## config.mk

```make
export PLATFORM = sky130hd
export DESIGN_NAME = spi_frame_sequencer
export DESIGN_NICKNAME = d
export VERILOG_FILES = /design/src/rtl/spi_frame_sequencer.sv
export SDC_FILE = /design/constraint.sdc
export NUM_CORES = 1
export LEC_CHECK = 0
export BUFFER_PORTS_ARGS = -buffer_cell sky130_fd_sc_hd__buf_2
export CAP_MARGIN = 20
export CORE_ASPECT_RATIO = 0.7
export CORE_MARGIN = 2
export CORE_UTILIZATION = 35
export CTS_CLUSTER_SIZE = 14
export DETAILED_ROUTE_END_ITERATION = 10
export REMOVE_ABC_BUFFERS = 1
export SYNTH_ARGS = -nofsm -noshare
export SYNTH_HDL_FRONTEND = slang
export SYNTH_SLANG_ARGS = --single-unit
```

## constraint.sdc

```tcl
create_clock -name clk -period 1.85 [get_ports clk]
set_input_delay 0.37 -clock clk [delete_from_list [all_inputs] [get_ports clk]]
set_output_delay 0.37 -clock clk [all_outputs]
set_load 0.05 [all_outputs]
```

## src/rtl/spi_frame_sequencer.sv

```systemverilog
`default_nettype none
// ============================================================================
// Module  : spi_frame_sequencer
// Purpose : Decodes SPI cmd/addr/data frames into register-bank strobes and
//           loads read-burst responses; optional SPI_SEQ_TIMEOUT_EN aborts
//           frames after TIMEOUT_CYC idle cycles between bytes.
// Rev     : 1.0
// ============================================================================
module spi_frame_sequencer #(
    parameter int ADDR_W      = 8,
    parameter int DATA_W      = 8,
    parameter int TIMEOUT_CYC = 25000
) (
    input  logic              clk,
    input  logic              rst_n,
    input  logic [7:0]        rx_byte,
    input  logic              rx_valid,
    input  logic              frame_end,
    output logic [7:0]        tx_byte,
    output logic              tx_load,
    output logic [ADDR_W-1:0] reg_addr,
    output logic [DATA_W-1:0] reg_wdata,
    output logic              reg_we,
    output logic              reg_re,
    input  logic [DATA_W-1:0] reg_rdata,
    output logic              frame_err,
    output logic [7:0]        frame_cnt,
    output logic              busy
);

    localparam logic [7:0] C_OP_WRITE = 8'h01;
    localparam logic [7:0] C_OP_READ  = 8'h02;

    typedef enum logic [2:0] {
        S_CMD     = 3'd0,
        S_ADDR    = 3'd1,
        S_WR      = 3'd2,
        S_RD      = 3'd3,
        S_DISCARD = 3'd4
    } state_t;

    state_t              state_q, state_d;
    logic                op_wr_q, op_wr_d;
    logic [ADDR_W-1:0]   addr_q, addr_d;
    logic                rd_pend_q, rd_pend_d;
    logic                data_seen_q, data_seen_d;
    logic [ADDR_W-1:0]   reg_addr_q, reg_addr_d;
    logic [DATA_W-1:0]   reg_wdata_q, reg_wdata_d;
    logic                reg_we_q, reg_we_d;
    logic                reg_re_q, reg_re_d;
    logic [7:0]          tx_byte_q, tx_byte_d;
    logic                err_q, err_d;
    logic [7:0]          cnt_q, cnt_d;

`ifdef SPI_SEQ_TIMEOUT_EN
    localparam int TMO_W = (TIMEOUT_CYC > 2) ? $clog2(TIMEOUT_CYC) : 1;

    logic [TMO_W-1:0] tmo_q;
    logic             w_tmo_hit;

    assign w_tmo_hit = (state_q != S_CMD) && (tmo_q == TMO_W'(TIMEOUT_CYC - 1));

    always_ff @(posedge clk or negedge rst_n) begin
        if (!rst_n) begin
            tmo_q <= '0;
        end else if (rx_valid || (state_q == S_CMD) || w_tmo_hit) begin
            tmo_q <= '0;
        end else begin
            tmo_q <= tmo_q + TMO_W'(1);
        end
    end
`endif

    always_ff @(posedge clk or negedge rst_n) begin
        if (!rst_n) begin
            state_q     <= S_CMD;
            op_wr_q     <= 1'b0;
            addr_q      <= '0;
            rd_pend_q   <= 1'b0;
            data_seen_q <= 1'b0;
            reg_addr_q  <= '0;
            reg_wdata_q <= '0;
            reg_we_q    <= 1'b0;
            reg_re_q    <= 1'b0;
            tx_byte_q   <= '0;
            err_q       <= 1'b0;
            cnt_q       <= '0;
        end else begin
            state_q     <= state_d;
            op_wr_q     <= op_wr_d;
            addr_q      <= addr_d;
            rd_pend_q   <= rd_pend_d;
            data_seen_q <= data_seen_d;
            reg_addr_q  <= reg_addr_d;
            reg_wdata_q <= reg_wdata_d;
            reg_we_q    <= reg_we_d;
            reg_re_q    <= reg_re_d;
            tx_byte_q   <= tx_byte_d;
            err_q       <= err_d;
            cnt_q       <= cnt_d;
        end
    end

    always_comb begin
        state_d     = state_q;
        op_wr_d     = op_wr_q;
        addr_d      = addr_q;
        data_seen_d = data_seen_q;
        reg_addr_d  = reg_addr_q;
        reg_wdata_d = reg_wdata_q;
        reg_we_d    = 1'b0;
        reg_re_d    = 1'b0;
        err_d       = err_q;
        cnt_d       = cnt_q;
        // Read data arrives the cycle after reg_re; that cycle is the tx_load slot.
        rd_pend_d   = reg_re_q;
        tx_byte_d   = rd_pend_q ? reg_rdata : tx_byte_q;

        if (rx_valid) begin
            case (state_q)
                S_CMD: begin
                    if ((rx_byte == C_OP_WRITE) || (rx_byte == C_OP_READ)) begin
                        op_wr_d     = (rx_byte == C_OP_WRITE);
                        err_d       = 1'b0;
                        data_seen_d = 1'b0;
                        state_d     = S_ADDR;
                    end else begin
                        err_d   = 1'b1;
                        state_d = S_DISCARD;
                    end
                end
                S_ADDR: begin
                    addr_d = rx_byte[ADDR_W-1:0];
                    if (op_wr_q) begin
                        state_d = S_WR;
                    end else begin
                        reg_re_d   = 1'b1;
                        reg_addr_d = rx_byte[ADDR_W-1:0];
                        state_d    = S_RD;
                    end
                end
                S_WR: begin
                    reg_we_d    = 1'b1;
                    reg_addr_d  = addr_q;
                    reg_wdata_d = rx_byte;
                    addr_d      = addr_q + ADDR_W'(1);
                    data_seen_d = 1'b1;
                end
                S_RD: begin
                    reg_re_d    = 1'b1;
                    reg_addr_d  = addr_q + ADDR_W'(1);
                    addr_d      = addr_q + ADDR_W'(1);
                    data_seen_d = 1'b1;
                end
                default: begin
                end
            endcase
        end

`ifdef SPI_SEQ_TIMEOUT_EN
        if (w_tmo_hit && !rx_valid && !frame_end) begin
            state_d     = S_CMD;
            err_d       = 1'b1;
            rd_pend_d   = 1'b0;
            data_seen_d = 1'b0;
        end
`endif

        // Frame close is judged on the state after any coincident byte.
        if (frame_end) begin
            if (((state_d == S_WR) || (state_d == S_RD)) && data_seen_d && !err_d) begin
                cnt_d = cnt_q + 8'd1;
            end
            if (state_d == S_ADDR) begin
                err_d = 1'b1;
            end
            state_d     = S_CMD;
            reg_re_d    = 1'b0;
            rd_pend_d   = 1'b0;
            data_seen_d = 1'b0;
        end
    end

    assign tx_byte   = rd_pend_q ? reg_rdata : tx_byte_q;
    assign tx_load   = rd_pend_q;
    assign reg_addr  = reg_addr_q;
    assign reg_wdata = reg_wdata_q;
    assign reg_we    = reg_we_q;
    assign reg_re    = reg_re_q;
    assign frame_err = err_q;
    assign frame_cnt = cnt_q;
    assign busy      = (state_q != S_CMD);

endmodule
`default_nettype wire

```

==> results of run 1 <==
## state kept, by name, summed over array words and instances, names as in the netlist
signal / flops
tx_byte_q: 8
op_wr_q: 1
reg_re: 1
addr_q: 8
frame_cnt: 8
reg_wdata: 8
reg_addr: 8
reg_we: 1
data_seen_q: 1
tx_load: 1
frame_err: 1
state_q: 3
## power breakdown
| group | leakage, nW | switching (mW) | internal (mW) | total [mW] |
|---|---|---|---|---|
| registers | 0.623 | 0.0712 | 1.15 | 1.23 |
| logic | 0.779 | 0.343 | 0.165 | 0.507 |
| clock network | 0.0554 | 0.364 | 0.406 | 0.771 |
## synthesized netlist by cell type
master	number	area (um^2)
a31o_2	1	8.76
nor4_4	2	42.5
mux2i_1	2	20.0
dfrtp_1	49	1230
nor4_2	1	12.5
a2bb2oi_1	1	8.76
buf_6	1	11.3
a31oi_1	5	31.3
or2_2	1	6.26
nor3_1	3	15.0
nor2_1	26	97.6
a21o_1	2	15.0
a2111oi_0	2	17.5
nor2b_1	2	12.5
nand3_1	8	40.0
inv_1	7	26.3
o31ai_1	5	37.5
nand2b_1	3	18.8
a21oi_1	11	55.1
xor2_1	7	61.3
o21ai_1	2	10.0
o22a_1	4	35.0
or3_1	1	6.26
nand2_1	17	63.8
and3b_1	1	8.76
and3_1	2	12.5
nand4_1	4	25.0
and2_1	1	6.26
nand4bb_1	1	11.3
and4_1	1	8.76
clkbuf_1	8	30.0
o22ai_1	2	12.5
o21ai_0	9	45.0
a211oi_1	1	7.51
a221o_1	1	10.0
mux2_2	17	191
nor3_2	2	20.0
buf_2	2	10.0
xnor2_1	8	70.1
ha_1	2	25.0
## metrics by stage
step	hold slack [ps]	util	worst slack [ps]
4_1_cts	41.2	0.452	20.6
5_1_grt	48.3	0.453	7.48
3_3_place_gp	381	0.435	-109
6_report	38.8	0.453	70.8
2_1_floorplan	74.4	-	58.3
3_5_place_dp	382	0.435	-148
## how the worst max path moves through the flow
stage	start	end	slack (ps)	cells past startpoint
floorplan	state_q[0]$_DFF_PN0_	frame_cnt[7]$_DFFE_PN0P_	60	5
global placement	rx_byte[6]	frame_cnt[7]$_DFFE_PN0P_	-110	6
detailed placement	rx_byte[6]	frame_cnt[7]$_DFFE_PN0P_	-150	6
CTS	state_q[0]$_DFF_PN0_	busy	20	3
global route	state_q[2]$_DFF_PN0_	frame_cnt[7]$_DFFE_PN0P_	7	5
finish	state_q[0]$_DFF_PN0_	busy	70	3
## critical path: stages, from the launching register on
cell and delay [ps]:
dfrtp_1 400, buf_4 170, or3_1 370, buf_6 170
## final cells by class
cell class / count / area (um^2)
fillers: 670 / 3640
flip-flops and latches: 49 / 1230
multi-input cells: 158 / 1070
repair buffers: 78 / 464
well taps: 94 / 118
clock buffers: 6 / 72.6
clock inverters: 2 / 38.8
inverters: 7 / 26.3
## cells by family (layout without fill, tap and decap cells)
kind of cell | after synthesis | count (layout)
and+or+nand+nor | 76 | 76
DFF | 49 | 49
AOI/OAI and AO/OA | 46 | 46
muxes | 19 | 19
buffers and inverters | 18 | 93
xor gates and xnor gates | 15 | 15
adders and majority gates | 2 | 2
## routing by layer
layer / routed length (um) / vias up / global-route usage
li1: - / 941 / -
met1: 2940 / 915 / 0.250
met2: 2120 / 57 / 0.204
met3: 261 / 4 / 0.0421
met4: 43 / 0 / 0.0385
met5: 0 / - / 0
## what timing repair did
item | 4_1_cts | 5_1_grt
setup endpoints to repair | 8 | 5
hold buffers | 0 | 0
resized for setup | 1 | 4
endpoints found under the hold margin | 0 | 0
pin swaps | 0 | 0
==> results.ini, run 1 <==
[setup_path]
rr_endpoint=frame_cnt[7]$_DFFE_PN0P_
cp.arrival_ps=1410
r2r_slack_ps=170
crit_type=reg2out
critPathRequiredTime_ps=1480
end_kind=output port
r2r-start=state_q[2]$_DFF_PN0_
ff2ff_path_depth=5
crit_fanout=7
cp-start-kind=register

[global_routing]
antenna_found_initial=0
grt_pass1_wl_um=8890
grt_pass1_vias=1765
grt_usage=0.156
grt_overflow_total=0
grt_start_max_net_pins=50

[floorplan]
die_w_um=102
rows=25
coreArea_mm2=0.00666
initial_core_util=0.356
dieHeight_um=72.9
die_area_mm2=0.00747
ios=57

[timing]
tightestPinTransition_ps=791
rsz0062_at_grt=no
skew_ps=11.0
setup_viol_count_final=0
slew_viol_final=0
relSlewSlack=0.469
min_period_ps=1780
setup_tns_ps=0
fin_crit_sh=0.962
fmax_mhz=562
hold_viol=0

[clocking]
cts_sinks=49
tritoncts=yes
cts-root-buf=clkbuf_8
postCtsSetupRepairBufs=0
htreeDepth=2
cts_buffer_depth=2
clk_pin_slew_ps=100
numCtsBuffers=5
clk_latency_ps=310

[final_layout]
area_growth_pct=27.2
fin_cells=394
drive_gt1_frac=0.370
nets=321
layout_common_cells=buf_2 (55), dfrtp_1 (48), nor2_1 (26)
antenna_cells=0
final_common_cell=buf_2
final_area_mm2=0.00302

[pwr]
p_leak_nw=1.46
peakVddDrop_uv=290
p_total_mw=2.50
powerDensity_mw_per_mm2=829

[logic_synthesis]
synth_area_mm2=0.00237
synth.distinct_cells=40
synthAdderAreaFrac=0.0105
synth-seq-cells=49
synth_compound_area_frac=0.124
synthXorXnorAreaFrac=0.0554
synth-simple-area-share=0.172
yosysSeqAreaShare=0.517
synth.mux.area_fraction=0.0891
syn_inst=225
syn_avg_cell_area_um2=10.5
synth_top_family_by_area=simple AND/OR/NAND/NOR gates
synth_warnings=0

[placement]
dp_cells=386
io_buffers=56
dp_hpwl_um=4000
gp_congestion=0.827
place_area_mm2=0.00290

[routing]
antenna_left=0
via_count=1917
viasPerCell=4.87
drc_errors=0
drt_wl_total_um=5370
first_pass_iters=4
wl_per_cell_um=13.6
drt_iter0_markers=86

[job]
maxCapViolCount=0

[min_path]
hold_class=in2async

[status]
status=completed

Note: power is estimated with default switching activity, not from simulation.
==> run 2, diff against run 1 <==
--- a/config.mk
+++ b/config.mk
@@ -5,6 +5,7 @@
 export SDC_FILE = /design/constraint.sdc
 export NUM_CORES = 1
 export LEC_CHECK = 0
+export ABC_CLOCK_PERIOD_IN_PS = 1850
 export BUFFER_PORTS_ARGS = -buffer_cell sky130_fd_sc_hd__buf_2
 export CAP_MARGIN = 20
 export CORE_ASPECT_RATIO = 0.7
==> constraint.sdc (replaced) <==
create_clock -name clk -period 1.85 [get_ports clk]
set_input_delay 0.185 -clock clk [delete_from_list [all_inputs] [get_ports clk]]
set_output_delay 0.185 -clock clk [all_outputs]
set_load 0.05 [all_outputs]
==> results.ini, run 2 (synthesis results as in run 1) <==
[setup_path]
slowest_stage=a221o_2  ; was dfrtp_1
crit_type=reg2reg  ; was reg2out
startpoint=state_q[2]$_DFF_PN0_  ; was state_q[0]$_DFF_PN0_
crit_end=frame_cnt[7]$_DFFE_PN0P_  ; was busy
crit_fanout=8  ; was 7
critPathRequiredTime_ps=2070  ; was 1480 ps
path_cells=nor2b_2 > nand3_1 > a221o_2 > nor4_4 > xor2_1  ; was buf_4 > or3_1 > buf_6
r2r-start=state_q[2]$_DFF_PN0_  ; unchanged
rr_endpoint=frame_cnt[7]$_DFFE_PN0P_  ; unchanged
cp-start-kind=register  ; unchanged
crit_cells=5  ; was 3
crit_buf_inv=0  ; was 2
ff2ff_path_depth=5  ; unchanged
end_kind=register  ; was output port
cp.arrival_ps=1960  ; was 1410 ps
cp_top_family=simple AND/OR/NAND/NOR gates  ; was flip-flops
r2r_slack_ps=110  ; was 170 ps
critical-path-max-stage-delay_ps=470  ; was 400 ps

[routing]
wl_per_cell_um=13.9  ; was 13.6 um
first_pass_iters=6  ; was 4
viasPerCell=4.88  ; was 4.87
via_count=1885  ; was 1,917
antenna_left=0  ; unchanged
drc_errors=0  ; unchanged
drt_wl_total_um=5380  ; was 5370 um
drt_iter0_markers=103  ; was 86

[global_routing]
grt-busiest-layer=met1  ; unchanged
grt_pass1_wl_um=8860  ; was 8890 um
grt_overflow_total=0  ; unchanged
use_met1=0.257  ; was 0.250
met3_usage=0.0335  ; was 0.0421
globalRouteMet2Util=0.195  ; was 0.204
antenna_found_initial=0  ; unchanged
grt_pass1_vias=1687  ; was 1,765
grt_usage=0.157  ; was 0.156
grt_start_max_net_pins=50  ; unchanged

[final_layout]
seq_area_mm2=0.00123  ; about the same
postLayoutCoreUtil=0.444  ; was 0.453
layout_common_cells=buf_2 (56), dfrtp_1 (49), nor2_1 (26)  ; was buf_2 (55), dfrtp_1 (48), nor2_1 (26)
multiInputGateArea_mm2=0.00107  ; about the same
nets=313  ; was 321
drive_gt1_frac=0.353  ; was 0.370
final_area_mm2=0.00296  ; was 0.00302 mm^2
area_growth_pct=24.6  ; was 27.2%
final_common_cell=buf_2  ; unchanged
nFillCells=656  ; was 670
antenna_cells=0  ; unchanged
fin_cells=386  ; was 394

[timing]
tightestPinTransition_ps=755  ; was 791 ps
holdWs_ps=-28.3  ; was 38.8 ps
setup_tns_ps=0  ; unchanged
setup_viol_count_final=0  ; unchanged
rsz0062_at_grt=no  ; unchanged
fmax_mhz=574  ; was 562 MHz
relSlewSlack=0.493  ; was 0.469
fin_crit_sh=0.942  ; was 0.962
min_period_ps=1740  ; was 1780 ps
skew_ps=7.39  ; was 11.0 ps
hold_viol=38  ; was 0
slew_viol_final=0  ; unchanged

[clocking]
postCtsSetupRepairBufs=0  ; unchanged
htreeDepth=2  ; unchanged
cts_sinks=49  ; unchanged
hold_buffers=0  ; unchanged
cts-root-buf=clkbuf_8  ; unchanged
tritoncts=yes  ; unchanged
cts_buffer_depth=2  ; unchanged
clk_pin_slew_ps=90  ; was 100 ps
clk_latency_ps=300  ; was 310 ps
numCtsBuffers=5  ; unchanged

[pwr]
powerDensity_mw_per_mm2=851  ; was 829 mW/mm^2
pwr-share-clk=0.319  ; was 0.308
peakVddDrop_uv=341  ; was 290 uV
power.internal_mw=1.75  ; was 1.73 mW
p_sw_mw=0.772  ; was 0.778 mW
power_frac_seq=0.487  ; was 0.490
p_sw_frac=0.307  ; was 0.311
combPwrFrac=0.195  ; was 0.203
p_leak_nw=1.42  ; was 1.46 nW

[floorplan]
initial_core_util=0.356  ; unchanged
dieHeight_um=72.9  ; unchanged
coreArea_mm2=0.00666  ; unchanged
rows=25  ; unchanged
die_w_um=102  ; unchanged
die_area_mm2=0.00747  ; unchanged
ios=57  ; unchanged

[placement]
dp_hpwl_um=3990  ; was 4000 um
dp_cells=378  ; was 386
gp_congestion=0.815  ; was 0.827
place_area_mm2=0.00284  ; was 0.00290 mm^2
io_buffers=56  ; unchanged

[min_path]
hold_class=in2async  ; unchanged

[job]
maxCapViolCount=0  ; unchanged

[status]
violations=negative hold slack
status=finished with violations  ; was completed

-- run 2: cell types whose count changed in the layout (fill, tap and decap cells not counted) --
cell	change
a221o_1	-1
a221o_2	+1
buf_2	+1
buf_4	-8
buf_6	-1
clkbuf_8	+1
clkinv_4	-1
dfrtp_1	+1
dfrtp_2	-1
-- run 2: how the worst min path moves through the flow --
stage	depth (start not counted)	end
after floorplan	0	addr_q[0]$_DFFE_PN0P_
final	2	addr_q[4]$_DFFE_PN0P_
after global routing	2	addr_q[4]$_DFFE_PN0P_
after CTS	2	addr_q[4]$_DFFE_PN0P_
after global placement	2	reg_addr[3]$_DFFE_PN0P_
after detailed placement	2	reg_addr[4]$_DFFE_PN0P_
-- run 2: per-stage QoR --
step	total power [mW]	hold slack [ps]	worst slack (ps)
2_1_floorplan	1.57	-111	58.3
3_3_place_gp	1.73	340	59.4
3_5_place_dp	1.74	335	33.9
4_1_cts	2.54	5.94	77.4
5_1_grt	2.65	27.6	34.8
6_report	2.52	-28.3	108
-- run 2: power groups by stage --
| stage | sequential [mW] | clock (mW) | combinational, mW |
|---|---|---|---|
| after detailed placement | 1.25 | 0 | 0.494 |
| after global routing | 1.24 | 0.876 | 0.531 |
| after global placement | 1.24 | 0 | 0.489 |
| final | 1.23 | 0.802 | 0.490 |
| after CTS | 1.23 | 0.822 | 0.496 |
| after floorplan | 1.39 | 0 | 0.180 |
-- run 2: what timing repair did --
action,CTS,global route
endpoints found under the setup margin,1,1
resized for setup,1,1
pin swaps,0,0
-- run 2: area by class of cell --
class | instances | share of cell area
Sequential cell | 49 | 0.415
Multi-Input combinational cell | 158 | 0.363
Timing Repair Buffer | 70 | 0.135
Tap cell | 94 | 0.0398
Clock buffer | 7 | 0.0292
Clock inverter | 1 | 0.0102
Inverter | 7 | 0.00888
-- run 2: worst register-to-register path, cell delays in order (launching register included) --
cell	delay, ps
dfrtp_1	460
nor2b_2	230
nand3_1	100
a221o_2	470
nor4_4	240
xor2_1	170
-- run 2: per-layer routing --
layer | vias to the layer above | share of wire
li1 | 922 | -
met1 | 896 | 0.53
met2 | 63 | 0.40
met3 | 4 | 0.065
met4 | 0 | 0.012
met5 | - | 0
